--- src/rtl/reg_access_pkg.sv ---
// Shared definitions for the register access controller: host op encodings,
// controller FSM states and the read-latency limits.
package reg_access_pkg;

  // Largest supported register read latency; sizes the wait counter.
  localparam int unsigned RD_LAT_MAX = 7;
  localparam int unsigned WAIT_W     = $clog2(RD_LAT_MAX + 1);

  typedef enum logic [1:0] {
    OP_NOP          = 2'b00,
    OP_WRITE        = 2'b01,
    OP_READ         = 2'b10,
    OP_WRITE_VERIFY = 2'b11
  } op_e;

  typedef enum logic [2:0] {
    ST_IDLE,
    ST_WR,
    ST_RD,
    ST_RD_WAIT,
    ST_RESP
  } state_e;

  // True for ops that start with a register write strobe.
  function automatic logic op_writes(input op_e op);
    return (op == OP_WRITE) || (op == OP_WRITE_VERIFY);
  endfunction

endpackage

--- src/rtl/reg_access_ctrl_if.sv ---
// Host-side command/response channel of the register access controller.
//   cmd_valid/cmd_ready/cmd_op/cmd_data : command channel (host -> controller)
//   rsp_valid/rsp_ready/rsp_data/rsp_err : response channel (controller -> host)
// master = host, slave = controller.
interface reg_access_ctrl_if #(
  parameter int unsigned WIDTH = 16
);
  import reg_access_pkg::*;

  logic             cmd_valid;
  logic             cmd_ready;
  op_e              cmd_op;
  logic [WIDTH-1:0] cmd_data;
  logic             rsp_valid;
  logic             rsp_ready;
  logic [WIDTH-1:0] rsp_data;
  logic             rsp_err;

  modport master (
    output cmd_valid, cmd_op, cmd_data, rsp_ready,
    input  cmd_ready, rsp_valid, rsp_data, rsp_err
  );

  modport slave (
    input  cmd_valid, cmd_op, cmd_data, rsp_ready,
    output cmd_ready, rsp_valid, rsp_data, rsp_err
  );

endinterface

--- src/rtl/reg_access_ctrl.sv ---
// Initiator-side controller for a single-word register block. Accepts one
// host command at a time, sequences write/read strobes, captures read data
// after RD_LATENCY cycles and returns one response per command. WRITE_VERIFY
// writes, reads back and flags a mismatch. Counts handshaken responses and
// handshaken error responses (both wrap).
// Ports:
//   clk, reset                 : clock, async active-high reset
//   host (slave modport)       : cmd_* / rsp_* handshake channels
//   write_enable, write_data   : register write strobe and data
//   read_enable, read_data     : register read strobe and returned data
//   txn_count, err_count       : completion and error counters
module reg_access_ctrl
  import reg_access_pkg::*;
#(
  parameter int unsigned WIDTH      = 16,
  parameter int unsigned RD_LATENCY = 1,
  parameter int unsigned CNT_W      = 16
) (
  input  logic                clk,
  input  logic                reset,
  reg_access_ctrl_if.slave    host,
  output logic                write_enable,
  output logic [WIDTH-1:0]    write_data,
  output logic                read_enable,
  input  logic [WIDTH-1:0]    read_data,
  output logic [CNT_W-1:0]    txn_count,
  output logic [CNT_W-1:0]    err_count
);

  localparam logic [WAIT_W-1:0] WAIT_LOAD = WAIT_W'(RD_LATENCY - 1);

  state_e             state;
  op_e                op_q;
  logic [WIDTH-1:0]   data_q;
  logic [WAIT_W-1:0]  wait_cnt;

  // Controller FSM with registered strobes, response and counters.
  always_ff @(posedge clk or posedge reset) begin
    if (reset) begin
      state          <= ST_IDLE;
      op_q           <= OP_NOP;
      data_q         <= '0;
      wait_cnt       <= '0;
      host.cmd_ready <= 1'b1;
      host.rsp_valid <= 1'b0;
      host.rsp_data  <= '0;
      host.rsp_err   <= 1'b0;
      write_enable   <= 1'b0;
      write_data     <= '0;
      read_enable    <= 1'b0;
      txn_count      <= '0;
      err_count      <= '0;
    end else begin
      case (state)
        ST_IDLE: begin
          // NOP is accepted and dropped: no strobe, no response.
          if (host.cmd_valid) begin
            op_q   <= host.cmd_op;
            data_q <= host.cmd_data;
            if (op_writes(host.cmd_op)) begin
              write_data     <= host.cmd_data;
              write_enable   <= 1'b1;
              host.cmd_ready <= 1'b0;
              state          <= ST_WR;
            end else if (host.cmd_op == OP_READ) begin
              read_enable    <= 1'b1;
              host.cmd_ready <= 1'b0;
              state          <= ST_RD;
            end
          end
        end

        ST_WR: begin
          write_enable <= 1'b0;
          if (op_q == OP_WRITE_VERIFY) begin
            // Read-back strobe follows the write strobe directly.
            read_enable <= 1'b1;
            state       <= ST_RD;
          end else begin
            host.rsp_data  <= '0;
            host.rsp_err   <= 1'b0;
            host.rsp_valid <= 1'b1;
            state          <= ST_RESP;
          end
        end

        ST_RD: begin
          read_enable <= 1'b0;
          wait_cnt    <= WAIT_LOAD;
          state       <= ST_RD_WAIT;
        end

        ST_RD_WAIT: begin
          if (wait_cnt == '0) begin
            host.rsp_data  <= read_data;
            host.rsp_err   <= (op_q == OP_WRITE_VERIFY) && (read_data != data_q);
            host.rsp_valid <= 1'b1;
            state          <= ST_RESP;
          end else begin
            wait_cnt <= wait_cnt - WAIT_W'(1);
          end
        end

        ST_RESP: begin
          // Response fields hold until the host takes them.
          if (host.rsp_ready) begin
            host.rsp_valid <= 1'b0;
            host.cmd_ready <= 1'b1;
            txn_count      <= txn_count + CNT_W'(1);
            if (host.rsp_err) begin
              err_count <= err_count + CNT_W'(1);
            end
            state <= ST_IDLE;
          end
        end

        default: begin
          state          <= ST_IDLE;
          host.cmd_ready <= 1'b1;
        end
      endcase
    end
  end

endmodule
--- src/flat_wrapper.sv ---
// flat-port wrapper written by rule: the top's interface ports become plain ports
module reg_access_ctrl_flat import reg_access_pkg::*;
#(
  parameter int unsigned WIDTH      = 16,
  parameter int unsigned RD_LATENCY = 1,
  parameter int unsigned CNT_W      = 16
)
  (clk, reset, write_enable, write_data, read_enable, read_data, txn_count, err_count, host_cmd_valid, host_cmd_op, host_cmd_data, host_rsp_ready, host_cmd_ready, host_rsp_valid, host_rsp_data, host_rsp_err);
  reg_access_ctrl_if #(.WIDTH(WIDTH)) host_i ();
  input  logic clk;
  input  logic reset;
  output logic write_enable;
  output logic [WIDTH-1:0] write_data;
  output logic read_enable;
  input  logic [WIDTH-1:0] read_data;
  output logic [CNT_W-1:0] txn_count;
  output logic [CNT_W-1:0] err_count;
  input wire logic [$bits(host_i.cmd_valid)-1:0] host_cmd_valid;
  input wire logic [$bits(host_i.cmd_op)-1:0] host_cmd_op;
  input wire logic [$bits(host_i.cmd_data)-1:0] host_cmd_data;
  input wire logic [$bits(host_i.rsp_ready)-1:0] host_rsp_ready;
  output wire logic [$bits(host_i.cmd_ready)-1:0] host_cmd_ready;
  output wire logic [$bits(host_i.rsp_valid)-1:0] host_rsp_valid;
  output wire logic [$bits(host_i.rsp_data)-1:0] host_rsp_data;
  output wire logic [$bits(host_i.rsp_err)-1:0] host_rsp_err;
  assign host_i.cmd_valid = host_cmd_valid;
  assign host_i.cmd_op = host_cmd_op;
  assign host_i.cmd_data = host_cmd_data;
  assign host_i.rsp_ready = host_rsp_ready;
  assign host_cmd_ready = host_i.cmd_ready;
  assign host_rsp_valid = host_i.rsp_valid;
  assign host_rsp_data = host_i.rsp_data;
  assign host_rsp_err = host_i.rsp_err;
  reg_access_ctrl #(.WIDTH(WIDTH), .RD_LATENCY(RD_LATENCY), .CNT_W(CNT_W)) u_core (.clk(clk), .reset(reset), .host(host_i), .write_enable(write_enable), .write_data(write_data), .read_enable(read_enable), .read_data(read_data), .txn_count(txn_count), .err_count(err_count));
endmodule
--- config.mk ---
export PLATFORM = sky130hd
export DESIGN_NAME = reg_access_ctrl_flat
export DESIGN_NICKNAME = d
export VERILOG_FILES = /design/src/rtl/reg_access_pkg.sv /design/src/rtl/reg_access_ctrl_if.sv /design/src/rtl/reg_access_ctrl.sv /design/src/flat_wrapper.sv
export SDC_FILE = /design/constraint.sdc
export NUM_CORES = 1
export LEC_CHECK = 0
export CAP_MARGIN = 30
export CORE_MARGIN = 1.5
export CORE_UTILIZATION = 48
export CTS_CLUSTER_SIZE = 14
export DETAILED_ROUTE_END_ITERATION = 7
export GPL_TIMING_DRIVEN = 0
export PLACE_DENSITY = 0.79
export REMOVE_ABC_BUFFERS = 1
export SETUP_SLACK_MARGIN = 0.5
export SLEW_MARGIN = 20
export SYNTH_ARGS = -nofsm -noshare
export SYNTH_HDL_FRONTEND = slang
export SYNTH_SLANG_ARGS = --single-unit
export TNS_END_PERCENT = 20
--- constraint.sdc ---
create_clock -name clk -period 3.3 [get_ports clk]
set_input_delay 0.66 -clock clk [delete_from_list [all_inputs] [get_ports clk]]
set_output_delay 0.66 -clock clk [all_outputs]
set_load 0.005 [all_outputs]
Word-level counts from Yosys, hierarchy flattened --
Cells that the tools add are included.
Storage, ports and cells: register bits after elaboration 93, bits in latches 0, memory bits (writable) 0, ROM bits 0, input port bits 38, output and inout port bits 69, logic and storage cells 89, memories kept 0
Operators by class: add/sub/neg operators 3, multiply operators 0, divide/modulo/power cells 0, $lt $le $gt $ge 0, equal/unequal tests 19, shifts and indexed selects 0, mux-type cells 32, bitwise operators 1, reductions and logical operators 21
Operators by type and width (count):
- $add A16 B1 Y16 const B | 2
- $mux W16 | 2
- $pmux W16 S2 | 1
- $mux W3 | 7
- $ne A16 B16 Y1 | 1
- $mux W1 | 15
- $pmux W3 S5 | 1
- $reduce_and A3 Y1 | 4
- $reduce_and A4 Y1 | 3
- $ne A2 B2 Y1 const B | 5
- $pmux W1 S3 | 3
- $ne A2 B1 Y1 const B | 4
- $eq A2 B2 Y1 const B | 3
- $eq A3 B2 Y1 const B | 2
- $logic_not A3 Y1 | 2
- $pmux W3 S2 | 1
- $reduce_and A2 Y1 | 3
- $reduce_bool A2 Y1 | 3
- $reduce_bool A3 Y1 | 2
- $reduce_and A5 Y1 | 1
- $pmux W1 S2 | 2
- $eq A3 B1 Y1 const B | 1
- $eq A3 B3 Y1 const B | 1
- $ne A3 B1 Y1 const B | 1
- 6 further kinds | 6

Longest topological paths before layout --
word-level depth 5, depth in mapped cells 8, depth with buffers taken out 7

Worst setup path before layout --
Ideal clock, no wire load.
path kind input to register, start input host_cmd_valid, end register u_core.write_data[0], library setup time 125 ps, arrival time 1646 ps, data required time 3175 ps, path slack 1529 ps, stages 5, path buffers 1, cell sequence nand2b_4 nor3_4 nand2_4 buf_6 mux2_4
Between the ends: cells in the longest elaborated chain, start to end 1
Ends and longest elaborated chain:
- start: declaration | line flat_wrapper.sv:18 | input wire logic [$bits(host_i.cmd_valid)-1:0] host_cmd_valid;
- $reduce_and A3 Y1 (no source line)
- end signal: assignment | line reg_access_ctrl.sv:61 | write_data <= host.cmd_data;
- end: declaration | line reg_access_ctrl.sv:23 | output logic [WIDTH-1:0] write_data,
Every way passes these cells. A chain may end at the register's enable or synchronous reset.

Worst setup path after layout --
start input host_cmd_valid, end register u_core.write_data[1]
Same word-level chain as after synthesis.

==> results.txt <==
status - finished clean
pin count of the biggest net entering global routing - 70
slowest stage cell, crit path - clkdlybuf4s50_1
TritonCTS clock tree - yes
Worst Max-Slew Pin Slew - 0.717 ns
synth warn - 0
Yosys cell types - 35
Top FF cell, synth - dfrtp_1
Area Growth Syn to Fin - 33.7%
Seq. cell area - 2330 um^2
filler cell count - 630
post-synthesis share of cell area spent on xor and xnor gates - 10.1%
skew final - 0.0122 ns
CTS Buf Count - 9
CP cell instances - clkdlybuf4s50_1 > nand2b_4 > nor3_4 > buf_8 > nand2_4 > mux2_4
Comb pwr share - 35.6%
Final Hold Violating Endpoints - 0
hold depth - 1
final wirelength - 8.16 mm
first-pass GRT wire length - 13.5 mm
clock latency on the worst-skew pair - 0.35 ns
simple-gate share of the synthesized area - 11.7%
Crit path buffers/inverters - 2
Final Total Pwr - 3.78 mW
height of the die - 94.3 um
DRC - 0
via count - 2731
NetSw - 1.13 mW
total global-route track usage - 19.9%
gate count after technology mapping - 307
Top delay family on crit path - buffers and inverters
RSZ-0062 raised after global routing - no
Die W - 94.3 um
Setup CP Type - in2reg
DR iter-0 viols - 120
num ports - 107
fmax - 448 MHz
Pint - 2.65 mW
max incr delay on CP - 0.54 ns
Reg2Reg Depth - 5
vias in the first global route - 2744
final hold slack - 0.471 ns
drt via density - 5.20
Worst setup SP type - input port
CTS clk-pin slew, worst paths - 0.09 ns
routability cong. - 0.791
Max-slew headroom - 52.2%
setup ws final - 1.07 ns
Final setup viols - 0
Synth Register Bits - 93
cts hold-fix bufs - 0
Pwr Density - 706 nW/um^2
CTS root buffer - clkbuf_8
Syn Std Cell Area - 4000 um^2
share of layout cells above drive strength 1 - 13.8%
Critical Path End Type - flip-flop
share of power burned in registers - 46.5%
post-layout min period - 2.23 ns
worst endpoint required time - 3.53 ns
n_diodes - 0
Max clock buf depth - 2
1st-pass router iterations - 4
fin cells - 525
final period utilization - 67.6%
H-tree depth - 3
CTS sink count - 93
IO Port Bufs - 106
Switching Fraction - 29.9%
post-CTS setup buffer count - 0
CTS resizes - 0
EDFF count, synth - 0
Nets - 457
dpl ws - 0.665 ns
Initial Utilization - 49.2%
crit-path max FO - 17
Hold Path Class - reg2reg
IR Drop Worst-Case VDD - 397 uV
largest family of logic cells by synthesized area - simple AND/OR/NAND/NOR gates
placed cells - 508
antenna-violating nets left - 0
Slew Limit Fails - 0
row count - 33
post-synthesis compound-gate area fraction - 5.60%
mux cell area share after synthesis - 10.7%
Crit path arrival time - 2.46 ns
initial antenna violation count - 0
Clk network pwr share - 17.9%
GR Overflow Total - 0
WP depth - 6
Die Footprint - 8890 um^2
Syn Area/Cell - 13.0 um^2
CORE AREA - 8130 um^2
hpwl dp - 5.73 mm
register area share after synthesis - 58.2%
Post-Synth Adder-Cell Area - 1.25%
Multi-input gate area - 1570 um^2
DR WL/cell - 15.5 um
MaxCap Viol Count - 0
Leakage - 2.30 nW
Async SR Flop Fraction - 100%
==> kinds of logic (layout without fill, tap and decap cells) <==
kind of cell               after synthesis  after routing
xor gates and xnor gates                46             46
and+or+nand+nor                         81             81
muxes                                   35             35
adders and majority gates                4              4
AOI/OAI and AO/OA                       29             29
DFF                                     93             93
buffers and inverters                   19            132
==> sequential cells by signal (all words and copies together), names as in the netlist, 2 cells and up <==
register and cells:
u_core.data_q 16, u_core.err_count 16, u_core.host.rsp_data 16, u_core.txn_count 16
u_core.write_data 16, u_core.state 3, u_core.wait_cnt 3, u_core.op_q 2
==> final cells by class <==
type	count	share of cell area, %
clock buffer	11	2.46
multi-input combinational	195	29.4
clock inverter	5	0.679
inverter	7	0.585
sequential	93	43.5
tap	105	2.46
timing repair buffer	109	20.8
==> power by group through the flow <==
stage          sequential (mW)  combinational [mW]  clock, mW
2_1_floorplan             1.75               0.684          0
3_3_place_gp              1.76                1.30          0
3_5_place_dp              1.77                1.35          0
4_1_cts                   1.76                1.36      0.695
5_1_grt                   1.81                1.46      0.731
6_report                  1.76                1.35      0.674
==> routing by layer <==
layer,up-vias,wire length [um],share of wire (%),global-route usage [%]
li1,1294,-,-,-
met1,1348,3420,42,25.4
met2,81,4030,49,31.7
met3,8,653,8.0,6.47
met4,0,58,0.71,6.97
met5,-,0,0,0
==> Yosys cell counts, types with 2 or more instances <==
library cell	n	area, um^2
nand2_1	19	71.3
and3_1	11	68.8
nor2_1	8	30.0
xor2_1	5	43.8
dfrtp_1	92	2300
a21oi_1	2	10.0
buf_4	2	15.0
mux2_2	26	293
o21ai_0	6	30.0
a22o_1	18	158
nand3b_1	2	15.0
xnor2_1	41	359
and4_1	5	43.8
inv_1	7	26.3
mux2_4	9	135
buf_2	8	40.0
ha_1	4	50.1
nand3_1	14	70.1
nand4_1	12	75.1
==> metrics by stage <==
step	area (um^2)	setup TNS, ns	utilization [%]
floorplan	3930	0	-
global placement	5120	-110.46	63.0
detailed placement	5170	0	63.5
CTS	5340	0	65.6
global route	5350	0	65.7
finish	5350	0	65.7
==> path summary, 6_finish.rpt <==
check	endpoint	startpoint	slack, ns
setup / recovery	u_core.write_data[1]	host_cmd_valid	1.07
hold / removal	u_core.txn_count[15]	u_core.txn_count[15]	0.47
setup reg to reg	u_core.write_data[1]	u_core.state[2]	1.29
hold reg to reg	u_core.txn_count[15]	u_core.txn_count[15]	0.47
max in group asynchronous	u_core.host.cmd_ready	reset	2.03
min in group asynchronous	u_core.txn_count[11]	reset	0.62
==> layout by cell type (no fill, tap or decap), types with 6 or more instances in the layout <==
master / synthesis / final
inv_1: 7 / 6
mux2_2: 26 / 26
clkdlybuf4s50_1: 0 / 106
nand4_1: 12 / 12
a22o_1: 18 / 18
nand3_1: 14 / 14
xnor2_1: 41 / 41
nand2_1: 19 / 19
and3_1: 11 / 11
nor2_1: 8 / 8
mux2_4: 9 / 9
dfrtp_1: 92 / 92
o21ai_0: 6 / 6
clkbuf_8: 0 / 9
Note: power is estimated with default switching activity, not from simulation.
